### src/rtl/led_pkg.sv
// ============================================================================
// Module  : led_pkg
// Brief   : Shared mode codes, FSM encoding and sizing helper for led_sched.
// Revision: 1.0 - initial release
// ============================================================================
`default_nettype none

package led_pkg;

    localparam logic [1:0] LED_OFF  = 2'b00;
    localparam logic [1:0] LED_SLOW = 2'b01;
    localparam logic [1:0] LED_FAST = 2'b10;
    localparam logic [1:0] LED_ON   = 2'b11;

    localparam logic [0:0] ST_LAMP  = 1'b0;
    localparam logic [0:0] ST_RUN   = 1'b1;

    localparam int         NUM_LEDS     = 16;
    localparam logic [4:0] LAMP_ALL_IDX = 5'd16;
    localparam logic [1:0] STRETCH_LOAD = 2'd3;

    // Bits needed to hold 0..value-1; never less than one bit.
    function automatic int clogb2(input int value);
        int r;
        int v;
        r = 0;
        v = value - 1;
        while (v > 0) begin
            r = r + 1;
            v = v >> 1;
        end
        if (r == 0) r = 1;
        return r;
    endfunction

endpackage

`default_nettype wire

### src/rtl/led_act_stretch.sv
// ============================================================================
// Module  : led_act_stretch
// Brief   : 2-bit loadable down-counter stretching one LED's activity pulse.
// Revision: 1.0 - initial release
// ============================================================================
`default_nettype none

module led_act_stretch
    import led_pkg::*;
(
    input  logic clk,
    input  logic rst,
    input  logic act,
    input  logic tick,
    input  logic en,
    output logic active
);

    logic [1:0] r_cnt;

    // A fresh pulse always reloads, even on a tick cycle.
    always_ff @(posedge clk or negedge rst) begin
        if (!rst) begin
            r_cnt <= 2'd0;
        end else if (en) begin
            if (act) begin
                r_cnt <= STRETCH_LOAD;
            end else if (tick && (r_cnt != 2'd0)) begin
                r_cnt <= r_cnt - 2'd1;
            end
        end
    end

    assign active = (r_cnt != 2'd0);

endmodule

`default_nettype wire

### src/rtl/led_sched.sv
// ============================================================================
// Module  : led_sched
// Brief   : Merges base modes, error overrides and stretched activity into
//           16 registered LED mode codes; runs a lamp-test sweep.
// Revision: 1.0 - initial release
// ============================================================================
`default_nettype none

module led_sched
    import led_pkg::*;
#(
    parameter int LAMP_STEP_CYC = 10000000,
    parameter int TICK_CYC      = 2000000
) (
    input  logic        clk,
    input  logic        rst,
    input  logic        cfg_wr,
    input  logic [3:0]  cfg_addr,
    input  logic [1:0]  cfg_wdata,
    output logic [1:0]  cfg_rdata,
    input  logic [15:0] act,
    input  logic [15:0] err,
    input  logic        lamp_test_req,
    output logic [31:0] led_mode,
    output logic        busy
);

    localparam int STEP_W = clogb2(LAMP_STEP_CYC);
    localparam int TICK_W = clogb2(TICK_CYC);
    localparam logic [STEP_W-1:0] c_STEP_LAST = STEP_W'(LAMP_STEP_CYC - 1);
    localparam logic [TICK_W-1:0] c_TICK_LAST = TICK_W'(TICK_CYC - 1);

    logic [0:0]        r_state;
    logic [0:0]        w_state_nxt;
    logic [4:0]        r_step;
    logic [4:0]        w_step_nxt;
    logic [STEP_W-1:0] r_step_cnt;
    logic [STEP_W-1:0] w_step_cnt_nxt;
    logic [TICK_W-1:0] r_tick_cnt;
    logic              w_tick;
    logic              w_run_en;
    logic [1:0]        r_base [NUM_LEDS];
    logic [1:0]        r_rdata;
    logic [15:0]       w_active;
    logic [31:0]       w_lamp_mode;
    logic [31:0]       w_run_mode;
    logic [31:0]       w_led_nxt;
    logic              w_busy_nxt;
    logic [31:0]       r_led_mode;
    logic              r_busy;

    always_ff @(posedge clk or negedge rst) begin
        if (!rst) begin
            r_state    <= ST_LAMP;
            r_step     <= 5'd0;
            r_step_cnt <= '0;
        end else begin
            r_state    <= w_state_nxt;
            r_step     <= w_step_nxt;
            r_step_cnt <= w_step_cnt_nxt;
        end
    end

    always_comb begin
        w_state_nxt    = r_state;
        w_step_nxt     = r_step;
        w_step_cnt_nxt = r_step_cnt;
        case (r_state)
            ST_LAMP: begin
                if (r_step_cnt == c_STEP_LAST) begin
                    w_step_cnt_nxt = '0;
                    if (r_step == LAMP_ALL_IDX) begin
                        w_state_nxt = ST_RUN;
                        w_step_nxt  = 5'd0;
                    end else begin
                        w_step_nxt = r_step + 5'd1;
                    end
                end else begin
                    w_step_cnt_nxt = r_step_cnt + STEP_W'(1);
                end
            end
            ST_RUN: begin
                if (lamp_test_req) begin
                    w_state_nxt    = ST_LAMP;
                    w_step_nxt     = 5'd0;
                    w_step_cnt_nxt = '0;
                end
            end
            default: begin
                w_state_nxt    = ST_LAMP;
                w_step_nxt     = 5'd0;
                w_step_cnt_nxt = '0;
            end
        endcase
    end

    // The output register is loaded from the next-state view so that a
    // step change or the LAMP->RUN handover shows on the same edge.
    always_comb begin
        w_lamp_mode = '0;
        if (w_step_nxt == LAMP_ALL_IDX) begin
            w_lamp_mode = '1;
        end else begin
            w_lamp_mode[{w_step_nxt[3:0], 1'b0} +: 2] = LED_ON;
        end

        w_run_mode = '0;
        for (int i = 0; i < NUM_LEDS; i++) begin
            if (err[i]) begin
                w_run_mode[2*i +: 2] = LED_FAST;
            end else if (w_active[i]) begin
                w_run_mode[2*i +: 2] = LED_ON;
            end else begin
                w_run_mode[2*i +: 2] = r_base[i];
            end
        end

        if (w_state_nxt == ST_LAMP) begin
            w_led_nxt  = w_lamp_mode;
            w_busy_nxt = 1'b1;
        end else begin
            w_led_nxt  = w_run_mode;
            w_busy_nxt = 1'b0;
        end
    end

    always_ff @(posedge clk or negedge rst) begin
        if (!rst) begin
            r_led_mode <= 32'h0000_0003;
            r_busy     <= 1'b1;
        end else begin
            r_led_mode <= w_led_nxt;
            r_busy     <= w_busy_nxt;
        end
    end

    always_ff @(posedge clk or negedge rst) begin
        if (!rst) begin
            r_tick_cnt <= '0;
        end else if (w_tick) begin
            r_tick_cnt <= '0;
        end else begin
            r_tick_cnt <= r_tick_cnt + TICK_W'(1);
        end
    end

    assign w_tick = (r_tick_cnt == c_TICK_LAST);

    // Readback samples the pre-write value; a same-cycle write shows next read.
    always_ff @(posedge clk or negedge rst) begin
        if (!rst) begin
            for (int i = 0; i < NUM_LEDS; i++) begin
                r_base[i] <= LED_OFF;
            end
            r_rdata <= LED_OFF;
        end else begin
            if (cfg_wr) begin
                r_base[cfg_addr] <= cfg_wdata;
            end
            r_rdata <= r_base[cfg_addr];
        end
    end

    assign w_run_en = (r_state == ST_RUN);

    generate
        for (genvar gi = 0; gi < NUM_LEDS; gi++) begin : g_stretch
            led_act_stretch u_stretch (
                .clk    (clk),
                .rst    (rst),
                .act    (act[gi]),
                .tick   (w_tick),
                .en     (w_run_en),
                .active (w_active[gi])
            );
        end
    endgenerate

    assign led_mode  = r_led_mode;
    assign busy      = r_busy;
    assign cfg_rdata = r_rdata;

endmodule

`default_nettype wire

### config.mk
export PLATFORM = sky130hd
export DESIGN_NAME = led_sched
export DESIGN_NICKNAME = d
export VERILOG_FILES = /design/src/rtl/led_pkg.sv /design/src/rtl/led_act_stretch.sv /design/src/rtl/led_sched.sv
export SDC_FILE = /design/constraint.sdc
export NUM_CORES = 1
export LEC_CHECK = 0
export BUFFER_PORTS_ARGS = -buffer_cell sky130_fd_sc_hd__buf_4
export CAP_MARGIN = 40
export CORE_UTILIZATION = 40
export DETAILED_ROUTE_END_ITERATION = 12
export SLEW_MARGIN = 10
export SYNTH_ARGS = -nofsm -noshare
export SYNTH_HDL_FRONTEND = slang
export SYNTH_SLANG_ARGS = --single-unit
### constraint.sdc
create_clock -name clk -period 4.5 [get_ports clk]
set_clock_uncertainty 0.05 [all_clocks]
set_input_delay 0.675 -clock clk [delete_from_list [all_inputs] [get_ports clk]]
set_output_delay 0.675 -clock clk [all_outputs]
set_load 0.05 [all_outputs]
Word-level counts from Yosys, hierarchy flattened:

Cells that the tools add are included.

* shifts and indexed selects: 2
* equality and inequality tests: 5
* order comparisons: 2
* add/subtract/negate cells: 20
* reduce and logical (&&, ||, !) cells: 65
* multiplexer cells: 85
* bitwise operators: 3

Operators by type and width (number)
* $mux 2: 67
* $mux 32: 2
* $reduce_bool 2->1: 32
* $mux 24: 2
* $pmux 24 s2: 1
* $and 32x32->32: 1
* $bwmux 32: 1
* $reduce_and 2->1: 16
* $shift 2x7->32 const A: 1
* $shiftx 2x7->32 const A: 1
* $sub 2x1->2 const B: 16
* $add 24x1->24 const B: 1
* $eq 24x24->1 const B: 1
* $add 21x1->21 const B: 1
* $eq 21x21->1 const B: 1
* $mux 21: 1
* $logic_and 1x1->1: 17
* $mux 5: 3
* $eq 5x5->1 const B: 2
* $pmux 5 s2: 1
* $bmux 2 s4: 1
* $demux 2 s4: 1
* $neg 5->7: 1
* $add 5x1->5 const B: 1
* other kinds (7): 10

* output and inout bits: 35
* input bits: 42
* bits in registers: 150
* logic and storage cells: 221

Longest topological paths before layout:

Gate-level depths: netlist (run 1).

* word-level depth: 9
* mapped depth: 12
* gate-level depth less buffers: 11

By module:

Synthesis (run 1) repeated with hierarchy kept, for this count alone.

* cell total of the unflattened synthesis: 717
* area, all modules: 7588.5 um^2

By module, submodules not included
* led_sched: instances 1, seq. area each 2956.6 um^2, cells each 541, area each 5806.8 um^2
* led_act_stretch: instances 16, seq. area each 50.0 um^2, cells each 11, area each 111.4 um^2

Worst setup path before layout (run 1):

OpenSTA, ideal clock, no wires.

* kind: flip-flop to flip-flop
* start point: register r_step_cnt[0]
* end point: register r_led_mode[9], in the netlist led_mode[9]
* clock period less this slack: 2759 ps
* path buffers: 0
* cell stages (with the launch flop): 11
* setup time: 139 ps
* data required time: 4311 ps
* slack: 1741 ps
* data arrival time: 2571 ps
* path through: dfrtp_1 ha_1 and4_4 nand4_4 or4_1 o21a_2 ha_1 a41o_1 a31o_2 a31oi_1 a31oi_1

* word-level cells in the longest chain between the ends: 8

Ends and longest elaborated chain
* start: declaration: line led_sched.sv:37 `logic [STEP_W-1:0] r_step_cnt;`
* start signal: assignment: line led_sched.sv:60 `r_step_cnt <= w_step_cnt_nxt;`
* $eq 24x24->1 (*): line led_sched.sv:70 `if (r_step_cnt == c_STEP_LAST) begin`
* $mux 5: line led_sched.sv:70
* $pmux 5 s2: line led_sched.sv:68 `case (r_state)`
* $neg 5->7: line led_sched.sv:104 `w_lamp_mode[{w_step_nxt[3:0], 1'b0} +: 2] = LED_ON;`
* $shiftx 2x7->32 / $shift 2x7->32 (equally long branches): line led_sched.sv:104
* $and 32x32->32 (no line)
* $mux 32: line led_sched.sv:101 `if (w_step_nxt == LAMP_ALL_IDX) begin`
* $mux 32 (*): line led_sched.sv:118 `if (w_state_nxt == ST_LAMP) begin`
* via w_led_nxt[9]: line led_sched.sv:47 `logic [31:0] w_led_nxt;`
* end signal: assignment: line led_sched.sv:132 `r_led_mode <= w_led_nxt;`
* end: declaration: line led_sched.sv:49 `logic [31:0] r_led_mode;`

The timed path passes the listed nets; every way through them passes the cells marked *.
A chain may end at the register's enable or synchronous reset.

Final worst setup path (run 1):

* start point: register r_step_cnt[0]
* end point: register r_led_mode[8], in the netlist led_mode[8]

Same word-level chain as after synthesis.

==> metrics.csv, run 1 <==
metric,value,unit
status,completed,
layout-drive-gt1-share,20.7,%
cts_root_buffer,clkbuf_16,
numCtsBuffers,17,
critPathLaunchType,register,
drt_iter0_drc,333,
ys_ff_latch,150,
viasPerCell,5.22,
yosysWarnings,0,
multiInputGateArea,3620,um2
vias,5857,
max_freq,304,MHz
hold-worst-slack,0.0619,ns
finalSetupTns,0,ns
syn_area,7720,um2
cts_max_level,4,
pre_cts_ws,1.22,ns
reg2reg_depth,10,
grt_busiest_layer,met2,
layout.cells.non_filler,1123,
grtUsageMet1,25.7,%
clkSlewWorstSetupHoldPaths,0.07,ns
clk_path_buf_depth,2,
rsz0062_at_grt,false,
yosys_most_used_dff,dfrtp_1,
use_met3,5.60,%
synth_edf_count,0,
seq_area_frac_synth,48.6,%
synthDistinctLibCells,67,
end_kind,register,
fp.coreArea,18800,um2
async_flop_share,100,%
synth_nets,840,
crit_top_cell,ha_1,
slew_headroom,65.9,%
avgRoutedWirePerCell,16.2,um
r2r_start,r_step_cnt[0],
initial_core_util,41.0,%
crit_buf_inv,0,
row_count,50,
post-route-period-util,73.0,%
tightest_slew,0.511,ns
ctsResizeCount,0,
antenna_left,0,
worstSkewPairLatency,0.43,ns
grt_remaining_overflow,0,
cp-startpoint,r_step_cnt[0],
cts_setup_buffers,0,
synth_cells,775,
critPathTopFamily,compound AO/OA/AOI/OAI gates,
die-area,19900,um2
antenna_cells,0,
critical_path_class,register to register,
grt_max_degree,69,
firstDrtPassIters,4,
final_nets,915,
holdCritPathClass,input pin to asynchronous set/reset pin,
p_leak,4.20,nW
r2r-end,led_mode[8],
ir_drop,280,uV
fin_util,49.0,%
cts_hold_buf,0,
timing.critical_path.to,led_mode[8],
final_max_slew_viol_count,0,
post-route-drc-count,0,
dp_hpwl,13000,um
finalSetupViolCount,0,
portBuffers,76,
grt_pass1_vias,5671,
grt_pass1_wl,30000,um
crit_fanout,15,
hold_viol,0,
r2r_slack,1.21,ns
syn_to_final_growth,19.6,%
maxCapViolCount,0,
wirelength,18200,um
cellPowerDensity,352,nW/um2
cp.arrival,3.52,ns
ios,77,
cp_num_cells,10,
cpPeakStageDelay,0.54,ns
cp_slowest_cell,or4_1,
gp_congestion,0.820,
cts_sinks,150,
finalCriticalPeriod,3.29,ns
dpl.cell_count,1091,
n_fill_cell,1741,
use_met2,31.4,%
antenna_found_initial,0,
path_cells,ha_1 -> and4_4 -> nand4_4 -> or4_1 -> o21a_2 -> ha_1 -> a41o_1 -> a31o_2 -> a31oi_1 -> a21oi_1,
cts_tree,built,
die_h,141,um
grt_usage,19.7,%
postSynthAreaPerCell,9.97,um2
cp.required,4.73,ns
seq_area,3760,um2
fp.dieW,141,um
post-route-worst-setup-slack,1.21,ns
-- flip-flops by register name, indices dropped and copies added, names as in the netlist --
signal	count
led_mode	32
r_step_cnt	24
cfg_rdata	2
busy	1
r_step	5
r_state	1
r_tick_cnt	21
g_stretch.u_stretch.r_cnt	32
r_base	32
-- metrics by stage --
stage | instance area (um2) | total power, W
6_report | 9240 | 0.00325
5_1_grt | 9240 | 0.00337
4_1_cts | 9240 | 0.00329
3_5_place_dp | 8620 | 0.00177
3_3_place_gp | 8560 | 0.00177
2_1_floorplan | 7720 | 0.00164
-- final cells by class --
class	instances	share of cell area, %
tap	260	3.52
clock inverter	14	2.05
multi-input combinational	534	39.2
clock buffer	18	4.65
inverter	63	2.61
sequential	150	40.7
timing repair buffer	84	7.30
-- Yosys cell counts (all sizes together), types with 17 or more instances --
master | n | area (um2)
mux2 | 23 | 263
o21ai | 64 | 320
clkbuf | 21 | 78.8
nand2 | 59 | 221
nor2 | 71 | 267
ha | 23 | 288
nand3 | 30 | 155
a21o | 17 | 128
inv | 62 | 233
dfrtp | 147 | 3680
a21oi | 45 | 229
a31oi | 20 | 131
-- how the worst min path moves through the flow --
stage | from | to | depth (start not counted)
6_report | rst | g_stretch[6].u_stretch.r_cnt[1] | 1
5_1_grt | rst | g_stretch[10].u_stretch.r_cnt[0] | 1
4_1_cts | rst | g_stretch[10].u_stretch.r_cnt[0] | 1
3_5_place_dp | r_tick_cnt[0] | r_tick_cnt[0] | 1
3_3_place_gp | r_tick_cnt[0] | r_tick_cnt[0] | 1
2_1_floorplan | rst | cfg_rdata[0] | 0
-- layout by cell type (no fill, tap or decap), types with 14 or more instances in the layout --
master and count:
nand2_1 59, nand3_1 29, clkbuf_16 17, inv_1 59, nor2_1 71, dfrtp_1 146, ha_1 23, buf_4 81
mux2_2 22, a21oi_1 44, o21ai_0 64, and3_1 14, a21o_1 17, a31oi_1 19
-- power by group --
| group | total [W] | internal [W] | switching [W] | leakage [nW] |
|---|---|---|---|---|
| sequential | 0.00148 | 0.00142 | 0.0000574 | 1.93 |
| clock | 0.00150 | 0.000892 | 0.000613 | 0.302 |
| combinational | 0.000265 | 0.000133 | 0.000132 | 1.97 |
-- metal layers --
metal | vias to the layer above | share of wire (%)
met2 | 82 | 47
li1 | 2918 | -
met4 | 0 | 1.9
met5 | - | 0
met3 | 17 | 4.2
met1 | 2840 | 46
-- cell families after synthesis --
kind of cell	count (synthesis)	synth area share, %
compound gates	208	18.0
xor+xnor	17	1.93
fa+ha+maj	23	3.73
buf+inv	91	4.52
flops	150	48.6
mux	33	6.32
simple gates	253	16.9
Note: power is estimated with default switching activity, not from simulation.
==> run 2: changes to the inputs <==
--- a/config.mk
+++ b/config.mk
@@ -5,6 +5,7 @@
 export SDC_FILE = /design/constraint.sdc
 export NUM_CORES = 1
 export LEC_CHECK = 0
+export ABC_AREA = 1
 export BUFFER_PORTS_ARGS = -buffer_cell sky130_fd_sc_hd__buf_4
 export CAP_MARGIN = 40
 export CORE_UTILIZATION = 40
==> constraint.sdc (replaced) <==
create_clock -name clk -period 2.9 [get_ports clk]
set_clock_uncertainty 0.05 [all_clocks]
set_input_delay 0.435 -clock clk [delete_from_list [all_inputs] [get_ports clk]]
set_output_delay 0.435 -clock clk [all_outputs]
set_load 0.05 [all_outputs]
==> run 2 against run 1 <==
Fmax up 27%. Register-to-register slack got worse by 0.90 ns. Area after synthesis rose by 2.8%. Sequential share of layout area shrank 1.2 points. Final cell count is 23% higher. Non-clock buffer count is 4 higher.
==> metrics.csv, run 2 <==
metric,value,unit
status,completed,
min_path_cells,2,
worstSkewPairLatency,0.43,ns
critical_path_class,register to register,
synth_commonest_cells,"nand2_1 (225), inv_1 (166), dfrtp_1 (147)",
synth.most_common_cell,nand2_1,
pre_cts_ws,0.296,ns
finalCriticalPeriod,2.58,ns
antenna_left,0,
yosysTopAreaCellShare,46.3,%
viasPerCell,4.96,
firstDrtPassIters,5,
clk_path_buf_depth,2,
yosys_most_used_dff,dfrtp_1,
vias,6857,
cp-startpoint,r_step_cnt[0],
cts_setup_buffers,0,
seq_area,3760,um2
r2r_start,r_step_cnt[0],
gp_congestion,0.868,
drt_iter0_drc,425,
reg2reg_depth,13,
antenna_cells,0,
initial_core_util,40.8,%
tightest_slew,0.680,ns
synth_nets,1079,
syn_area,7940,um2
crit_fanout,4,
slew_headroom,54.6,%
synthDistinctLibCells,45,
seq_area_frac_synth,47.3,%
p_leak,4.76,nW
cts_root_buffer,clkbuf_16,
cts_sinks,150,
synth_cells,1014,
ys_ff_latch,150,
postSynthAreaPerCell,7.83,um2
r2r_slack,0.32,ns
grt_pass1_wl,32900,um
die-area,20400,um2
grt_pass1_vias,6559,
final_nets,1170,
max_freq,387,MHz
grt_max_degree,65,
final_cell_mix,"nand2_1 (225), inv_1 (166), dfrtp_1 (147), o21ai_0 (136), nor2_1 (86)",
async_flop_share,100,%
holdCritPathClass,input pin to register,
ys_top_cells_by_area,"dfrtp_1 (46%), nand2_1 (11%), o21ai_0 (8.6%)",
clkSlewWorstSetupHoldPaths,0.06,ns
cts_max_level,4,
finalSetupTns,0,ns
dp_hpwl,14900,um
synth_edf_count,0,
post-route-drc-count,0,
portBuffers,76,
post-route-worst-setup-slack,0.316,ns
yosysWarnings,0,
die_h,143,um
final_common_cell,nand2_1,
post-route-period-util,89.1,%
grt_usage,20.8,%
final_max_slew_viol_count,0,
cellPowerDensity,652,nW/um2
n_fill_cell,1883,
ios,77,
finalSetupViolCount,0,
fp.coreArea,19500,um2
syn_to_final_growth,19.7,%
cp.required,3.22,ns
layout-drive-gt1-share,14.1,%
hold_viol,0,
maxCapViolCount,0,
timing.critical_path.to,led_mode[3],
multiInputGateArea,3460,um2
row_count,51,
r2r-end,led_mode[3],
rsz0062_at_grt,false,
fp.dieW,143,um
numCtsBuffers,17,
grt_remaining_overflow,0,
cp.arrival,2.90,ns
wirelength,19600,um
ir_drop,395,uV
synth_top_area_cell,dfrtp_1,
end_kind,register,
antenna_found_initial,0,
critPathLaunchType,register,
cts_tree,built,
avgRoutedWirePerCell,14.2,um
-- run 2: cell count changes after synthesis, sizes merged, moves of 17 or more --
cell / delta
a21o: -17
nand2: +181
nor2: +24
o21ai: +78
mux2: -23
inv: +110
-- run 2: worst min-delay path by stage --
stage,startpoint,endpoint,slack (ns)
after detailed placement,rst,r_step_cnt[17],0.42
after CTS,err[0],led_mode[0],0.10
after global placement,r_base[8],r_base[8],0.42
after floorplan,rst,cfg_rdata[0],0.09
after global routing,err[0],led_mode[0],0.11
final,err[0],led_mode[0],0.12
-- run 2: through the flow --
step	util, %	power (W)	cell area (um2)	hold WS (ns)	instances
final	48.9	0.00620	9510	0.118	1383
after CTS	48.9	0.00625	9510	0.102	1383
after floorplan	-	0.00353	7940	0.0894	1014
after global routing	48.9	0.00656	9510	0.114	1383
after detailed placement	45.7	0.00400	8900	0.419	1350
after global placement	45.7	0.00398	8900	0.417	1350
-- run 2: routing by layer --
| metal | global-route usage (%) | wire length (um) |
|---|---|---|
| met5 | 0 | 0 |
| met4 | 4.87 | 194 |
| met3 | 4.39 | 877 |
| met2 | 31.7 | 8680 |
| met1 | 30.1 | 9890 |
-- run 2: cell families (layout without fill, tap and decap cells) --
family / Yosys count / count (layout) / synth area share [%]
xor gates and xnor gates: 15 / 15 / 1.65
DFF: 150 / 150 / 47.3
AOI/OAI and AO/OA: 223 / 223 / 15.4
and+or+nand+nor: 414 / 414 / 22.8
buffers and inverters: 189 / 293 / 9.23
adders and majority gates: 23 / 23 / 3.62
-- run 2: area by class of cell --
cell class	count	share of cell area (%)
timing repair buffer	88	7.54
multi-input combinational	675	36.4
clock buffer	17	4.47
sequential	150	39.5
clock inverter	15	1.80
inverter	173	6.83
tap	265	3.49
-- run 2: report_power, final --
part,total (W),switching [W],internal [W]
sequential,0.00264,0.000221,0.00242
combinational,0.00133,0.000888,0.000441
clock,0.00223,0.000951,0.00128
total,0.00620,0.00206,0.00414
-- run 2: critical path: stages (launching register included) --
cell,delay (ns)
dfrtp_1,0.38
ha_1,0.21
nand3_2,0.12
inv_1,0.15
nand2_1,0.07
nor2_1,0.14
nand4_1,0.11
nand2_1,0.23
ha_1,0.30
xor2_1,0.25
nand2_1,0.12
o21ai_1,0.20
nand2_1,0.10
nand2_1,0.09
-- run 2: what timing repair did --
action	in CTS	in global routing
endpoints found under the hold margin	58	0
hold buffers	1	0
endpoints found under the setup margin	0	1
gates resized for setup	0	1
